File: config.mk
export PLATFORM = sky130hd
export DESIGN_NAME = integrator_cascade
export DESIGN_NICKNAME = d
export VERILOG_FILES = /design/src/rtl/integrator_pkg.sv /design/src/rtl/integrator_stage.sv /design/src/rtl/integrator_cascade.sv
export SDC_FILE = /design/constraint.sdc
export NUM_CORES = 1
export LEC_CHECK = 0
export CORE_MARGIN = 10
export CORE_UTILIZATION = 35
export CTS_CLUSTER_SIZE = 12
export DETAILED_ROUTE_END_ITERATION = 10
export DONT_BUFFER_PORTS = 1
export PLACE_DENSITY = 0.54
export SYNTH_ARGS = -nofsm -noshare
export SYNTH_HDL_FRONTEND = slang
export SYNTH_SLANG_ARGS = --single-unit
File: constraint.sdc
create_clock -name i_clk -period 3.4 [get_ports i_clk]
set_input_delay 0.85 -clock i_clk [delete_from_list [all_inputs] [get_ports i_clk]]
set_output_delay 0.85 -clock i_clk [all_outputs]
set_load 0.01 [all_outputs]
File: src/rtl/integrator_pkg.sv
// integrator_pkg
// Shared helpers for the integrator cascade:
//   acc_max / acc_min : most positive / most negative two's complement value
//                       for a given width, returned sign-extended to MAX_W bits
//   add_ovf           : signed-add overflow from the operand and sum sign bits
//   sat_add           : add two sign-extended values and clamp to a width
// Used by integrator_stage (INTEGRATOR_CASCADE_SAT_EN selects the saturating path).
package integrator_pkg;

  localparam int MAX_W = 64;

  typedef logic signed [MAX_W-1:0] wide_t;

  function automatic wide_t acc_max(input int width);
    return wide_t'((64'sd1 <<< (width - 1)) - 64'sd1);
  endfunction

  function automatic wide_t acc_min(input int width);
    return wide_t'(-(64'sd1 <<< (width - 1)));
  endfunction

  function automatic logic add_ovf(input logic a_sign, input logic b_sign,
                                   input logic sum_sign);
    return (a_sign == b_sign) && (sum_sign != a_sign);
  endfunction

  // Operands arrive sign-extended to MAX_W, so the wide sum cannot itself
  // overflow for any accumulator width this block supports.
  function automatic wide_t sat_add(input wide_t a, input wide_t b, input int width);
    wide_t sum;
    sum = a + b;
    if (sum > acc_max(width)) return acc_max(width);
    if (sum < acc_min(width)) return acc_min(width);
    return sum;
  endfunction

endpackage

File: src/rtl/integrator_stage.sv
// integrator_stage
// One signed accumulator of the cascade with a valid qualifier.
// Build option: INTEGRATOR_CASCADE_SAT_EN defined -> overflowing updates clamp
// to the accumulator range; undefined -> updates wrap modulo 2^ACC_WIDTH.
// Ports:
//   i_clk, i_rst   clock, synchronous active-high reset
//   i_clr          synchronous clear (same effect as reset)
//   i_valid        source value is valid this cycle
//   i_src          signed addend (previous stage output or input sample)
//   o_acc          registered accumulator
//   o_valid        registered valid, one cycle behind i_valid
//   o_ovf          combinational: this cycle's update overflows
module integrator_stage
  import integrator_pkg::*;
#(
  parameter int ACC_WIDTH = 8
) (
  input  logic                        i_clk,
  input  logic                        i_rst,
  input  logic                        i_clr,
  input  logic                        i_valid,
  input  logic signed [ACC_WIDTH-1:0] i_src,
  output logic signed [ACC_WIDTH-1:0] o_acc,
  output logic                        o_valid,
  output logic                        o_ovf
);

  logic signed [ACC_WIDTH-1:0] acc_q;
  logic signed [ACC_WIDTH-1:0] sum_wrap;
  logic signed [ACC_WIDTH-1:0] acc_d;
  logic                        valid_q;
  logic                        ovf;
  logic                        flush;

  assign flush    = i_rst | i_clr;
  assign sum_wrap = acc_q + i_src;
  assign ovf      = add_ovf(acc_q[ACC_WIDTH-1], i_src[ACC_WIDTH-1], sum_wrap[ACC_WIDTH-1]);

`ifdef INTEGRATOR_CASCADE_SAT_EN
  assign acc_d = ACC_WIDTH'(sat_add(wide_t'(acc_q), wide_t'(i_src), ACC_WIDTH));
`else
  assign acc_d = sum_wrap;
`endif

  always_ff @(posedge i_clk) begin
    if (flush) begin
      acc_q   <= '0;
      valid_q <= 1'b0;
    end else begin
      valid_q <= i_valid;
      if (i_valid) acc_q <= acc_d;
    end
  end

  assign o_acc   = acc_q;
  assign o_valid = valid_q;
  // Only a real update can overflow; a held accumulator never does.
  assign o_ovf   = i_valid & ovf;

endmodule

File: src/rtl/integrator_cascade.sv
// integrator_cascade
// ORDER cascaded signed integrators with a valid-qualified sample stream,
// synchronous clear and a sticky overflow flag. Each stage adds the registered
// output of the previous stage, so there is no combinational adder chain.
// Build option: INTEGRATOR_CASCADE_SAT_EN (saturate instead of wrap).
// Ports:
//   i_clk, i_rst   clock, synchronous active-high reset
//   i_valid        input sample qualifier
//   i_data         signed input sample (IN_WIDTH)
//   i_clr          synchronous clear of accumulators, valids and o_ovf
//   o_valid        output sample qualifier
//   o_data         last stage accumulator (ACC_WIDTH)
//   o_ovf          sticky: some stage overflowed since the last reset/clear
module integrator_cascade
  import integrator_pkg::*;
#(
  parameter int ORDER     = 2,
  parameter int IN_WIDTH  = 4,
  parameter int ACC_WIDTH = IN_WIDTH + 2 * ORDER
) (
  input  logic                        i_clk,
  input  logic                        i_rst,
  input  logic                        i_valid,
  input  logic signed [IN_WIDTH-1:0]  i_data,
  input  logic                        i_clr,
  output logic                        o_valid,
  output logic signed [ACC_WIDTH-1:0] o_data,
  output logic                        o_ovf
);

  // acc[0]/vld[0] are the sign-extended input and its qualifier; acc[k]/vld[k]
  // are the registered outputs of stage k.
  logic signed [ACC_WIDTH-1:0] acc [0:ORDER];
  logic [ORDER:0]              vld;
  logic [ORDER-1:0]            stage_ovf;
  logic                        ovf_q;

  assign acc[0] = ACC_WIDTH'(i_data);
  assign vld[0] = i_valid;

  for (genvar k = 1; k <= ORDER; k++) begin : g_stage
    integrator_stage #(
      .ACC_WIDTH (ACC_WIDTH)
    ) u_stage (
      .i_clk   (i_clk),
      .i_rst   (i_rst),
      .i_clr   (i_clr),
      .i_valid (vld[k-1]),
      .i_src   (acc[k-1]),
      .o_acc   (acc[k]),
      .o_valid (vld[k]),
      .o_ovf   (stage_ovf[k-1])
    );
  end

  always_ff @(posedge i_clk) begin
    if (i_rst || i_clr) ovf_q <= 1'b0;
    else if (|stage_ovf) ovf_q <= 1'b1;
  end

  assign o_data  = acc[ORDER];
  assign o_valid = vld[ORDER];
  assign o_ovf   = ovf_q;

endmodule

After elaboration in Yosys (flattened, before gate mapping). Index checks and enable logic that the tools add are counted.

Register bits after elaboration: 19. Bits of input ports: 8. Word-level logic and storage cells: 18.

$add $sub $neg: 2. Equal/unequal tests: 4. Bitwise gates (word level): 3. Reduce and logical (&&, ||, !) cells: 4.

Operators by type and width (number): 8-bit by 4-bit adder with 8-bit output (1); 8-bit adder (1); 1-bit AND (2); 1-bit equality test (2); 1-bit logical AND (2); 1-bit inequality test (2); 2-bit OR reduction (1); 1-bit logical OR (1); 1-bit OR (1).

Longest topological paths before layout.
Word-level depth: 5. Depth in mapped cells: 7. Depth with buffers taken out: 7.

Hierarchy. A second synthesis with hierarchy kept.

Cells, all modules: 145. Area total of the unflattened synthesis: 1268.7 µm².

By module, submodules not included: integrator_stage (instances 2, cells an instance 71, area an instance 619.3 µm², seq. area each 180.2 µm²); integrator_cascade (instances 1, cells an instance 3, area an instance 30.0 µm², seq. area each 20.0 µm²).

Worst setup path after synthesis. No wires, ideal clock.

Path kind: input to register. From: input i_data[0]. To: register g_stage[1].u_stage.acc_q[6]. Library setup time: 0.117 ns. Data arrival time: 2.139 ns. Data required time: 3.283 ns. Slack: 1.143 ns. Stages on the path: 7. Buffers on the path: 0. Cells stage by stage: ha_1 > fa_1 > a21o_1 > a21oi_1 > o21ai_0 > mux2i_1 > nand2_1.

Word-level cells in the longest chain between the ends: 1.

Ends and longest elaborated chain: start: declaration (RTL line integrator_cascade.sv:24) `input logic signed [IN_WIDTH-1:0] i_data,`; 8-bit by 4-bit adder with 8-bit output (RTL line integrator_stage.sv:36) `assign sum_wrap = acc_q + i_src;`; end signal: assignment (RTL line integrator_stage.sv:47) `acc_q <= '0;`; end signal: assignment (RTL line integrator_stage.sv:51) `if (i_valid) acc_q <= acc_d;`; end: declaration (RTL line integrator_stage.sv:28) `logic signed [ACC_WIDTH-1:0] acc_q;`.

Every way passes these cells. A chain may end at the register's enable or synchronous reset.

Worst setup path after layout. Same ends and word-level chain as after synthesis.

==> qor.yml <==
worst_setup_path:
  crit_buf_inv: 0
  path_cells: "ha_1, fa_1, a21o_1, a21oi_1, o21ai_0, mux2i_1, nand2_1"
  cpLargestDelayFamily: "adder cells"
  worstPathArrival_ns: 2.24
  crit_path_start: "i_data[0]"
  start_kind: "input port"
  path_class: "input port to flip-flop"
  cp_slowest_stage_delay_ns: 0.42
  r2r_slack_ns: 1.45
  cpMaxStageDelayCell: "fa_1"
  cp_data_required_time_ns: 3.55
  r2r_start: "g_stage[1].u_stage.o_acc[1]"
  end_kind: "flip-flop"
  cp_max_fo: 3
synth:
  ys_seq_elements: 19
  synthesis.instances: 159
  syn-cell-area_um2: 1400
  synthArstFlopShare_pct: 0
  avgSynthCellArea_um2: 8.78
  synth-xor-area-share_pct: 4.39
  synth_cell_types: 38
  synth-simple-area-share_pct: 22.0
  synth-compound-area-share_pct: 17.8
  syn_nets: 183
  synth_edf_count: 0
  synth-adder-area-share_pct: 15.4
  ys_warn_count: 0
  muxShareOfSynthArea_pct: 7.17
  synth_top_flop_cell: "dfxtp_1"
  synth_top_family_by_area: "simple AND/OR/NAND/NOR gates"
  ys_seq_area_share_pct: 27.2
global_route:
  grt_pass1_wl_um: 4950
  grt_overflow: 0
  gr-usage-met2_pct: 12.8
  antenna_found_initial: 0
  grt_max_degree: 23
  top_usage_layer: "met2"
  grtUsageMet1_pct: 10.6
  grt_usage_pct: 8.32
  met3_usage_pct: 3.22
  grt_pass1_vias: 1049
pwr:
  p_leak_nw: 0.617
  ir_drop_v: 0.000135
  p_per_area_nw_per_um2: 324
  power_mw: 0.461
clock_tree:
  cts.sinks: 19
  post_cts_resized: 0
  clk_transition_reported_paths_ns: 0.07
  clock_path_buffers: 2
  cts_setup_buffers: 0
  ctsHtreeMaxLevel: 1
  cts_buffers: 3
  postCtsHoldBufs: 0
  clkLatencyLatePin_ns: 0.26
  cts_tree: "yes"
  cts-root-buf: "clkbuf_8"
placed_design:
  routabilityCongestion: 0.847
  dp_hpwl_um: 2240
  place.port_buffers: 0
route:
  drtPass1Iterations: 4
  ant_nets: 0
  wl_per_cell_um: 14.7
  routed_via_density: 5.47
  wl_um: 2910
  drcViolationCount: 0
  drt_iter0_drc: 81
  vias: 1084
final_layout:
  nNetsFinal: 175
  syn_to_final_growth_pct: 1.88
  final_common_cell: "dfxtp_1"
  layout-drive-gt1-share_pct: 4.67
  seq_area_um2: 380
  multi_input_area_um2: 933
  final_cell_mix: "19 x dfxtp_1, 18 x nor2_1, 14 x ha_1"
  nFillCells: 369
  n_antenna_cell: 0
sta:
  slew_headroom_pct: 59.3
  slew_violations: 0
  finalSetupTns_ns: 0
  setup_viol: 0
  min_period_over_period_pct: 61.4
  worst_pin_slew_ns: 0.608
  grt_setup_unrepaired: "false"
  fin_crit_ns: 2.09
  finalHoldViolations: 0
  clock_skew_ns: 0.00362
  fmax_mhz: 479
flow_run:
  maxCapViolCount: 0
min_path:
  hp-start: "g_stage[1].u_stage.o_acc[2]"
  min_path_type: "flip-flop to flip-flop"
die:
  start_util_pct: 37.0
  die_x_um: 83.2
  rows: 22
  core_um2: 3770
  dieArea_um2: 6920
  pin_count: 18
  chipHeight_um: 83.2
status:
  status: "complete, no violations"
-- tightest hold or removal path, stage by stage (launching register included) --
cell and delay [ns]:
dfxtp_1 0.34, nor2_1 0.10, a211oi_1 0.05
-- worst paths after layout --
| path | end | depth (start not counted) |
|---|---|---|
| max | g_stage[1].u_stage.o_acc[6] | 7 |
| min | g_stage[1].u_stage.o_acc[2] | 2 |
| max reg2reg | g_stage[1].u_stage.o_acc[7] | 6 |
| min reg2reg | g_stage[1].u_stage.o_acc[2] | 2 |
-- cell usage after synthesis, types with 2 or more instances --
cell / n / area share, %
a211o_1: 2 / 1.3
a211oi_1: 3 / 1.6
a211oi_2: 2 / 1.8
a21o_1: 5 / 2.7
a21oi_1: 7 / 2.5
a31oi_1: 3 / 1.3
and2_1: 2 / 0.90
and3_1: 3 / 1.3
buf_4: 8 / 4.3
clkbuf_1: 4 / 1.1
dfxtp_1: 19 / 27
fa_1: 2 / 2.9
ha_1: 14 / 13
mux2i_1: 10 / 7.2
nand2_1: 9 / 2.4
nand3b_1: 4 / 2.2
nand4_1: 3 / 1.3
nand4b_1: 3 / 1.9
nor2_1: 18 / 4.8
nor3_1: 7 / 2.5
nor3b_1: 2 / 1.1
o21ai_0: 5 / 1.8
or2_2: 2 / 0.90
or4b_1: 2 / 1.4
xnor2_1: 7 / 4.4
-- sequential cells by signal (all words and copies together), names as in the netlist --
| register | cells |
|---|---|
| g_stage.u_stage.o_valid | 2 |
| o_ovf | 1 |
| g_stage.u_stage.o_acc | 16 |
-- kinds of logic (layout without fill, tap and decap cells) --
group | count (synthesis) | count (layout)
AOI/OAI and AO/OA | 35 | 35
xor gates and xnor gates | 7 | 7
adders and majority gates | 16 | 16
buffers and inverters | 14 | 5
DFF | 19 | 19
muxes | 10 | 10
and+or+nand+nor | 58 | 58
-- routing by layer --
metal  vias up  wire (µm)
li1        568          -
met5         -          0
met3         2        159
met1       495       1440
met4         0         15
met2        19       1290
-- metrics by stage --
step | setup slack (ns) | std cells | instance area, µm² | hold slack, ns | util (%)
after floorplan | 1.14 | 159 | 1400 | 0.479 | -
after global placement | 1.08 | 194 | 1380 | 0.522 | 36.5
after detailed placement | 1.06 | 194 | 1380 | 0.528 | 36.5
after CTS | 1.32 | 198 | 1420 | 0.537 | 37.7
after global routing | 1.19 | 198 | 1420 | 0.579 | 37.7
final | 1.31 | 198 | 1420 | 0.538 | 37.7
-- power breakdown --
| part | total, mW | internal, mW | leakage [nW] | switching [mW] |
|---|---|---|---|---|
| Sequential | 0.237 | 0.228 | 0.154 | 0.00913 |
| Combinational | 0.0610 | 0.0287 | 0.441 | 0.0323 |
| Clock | 0.163 | 0.0834 | 0.0228 | 0.0791 |
| Total | 0.461 | 0.340 | 0.617 | 0.120 |
-- cell type report --
| type | count | share of cell area (%) |
|---|---|---|
| clock buffer | 4 | 3.17 |
| inverter | 1 | 0.264 |
| multi-input combinational | 126 | 65.6 |
| sequential | 19 | 26.7 |
| tap | 48 | 4.22 |
Note: power is estimated with default switching activity, not from simulation.
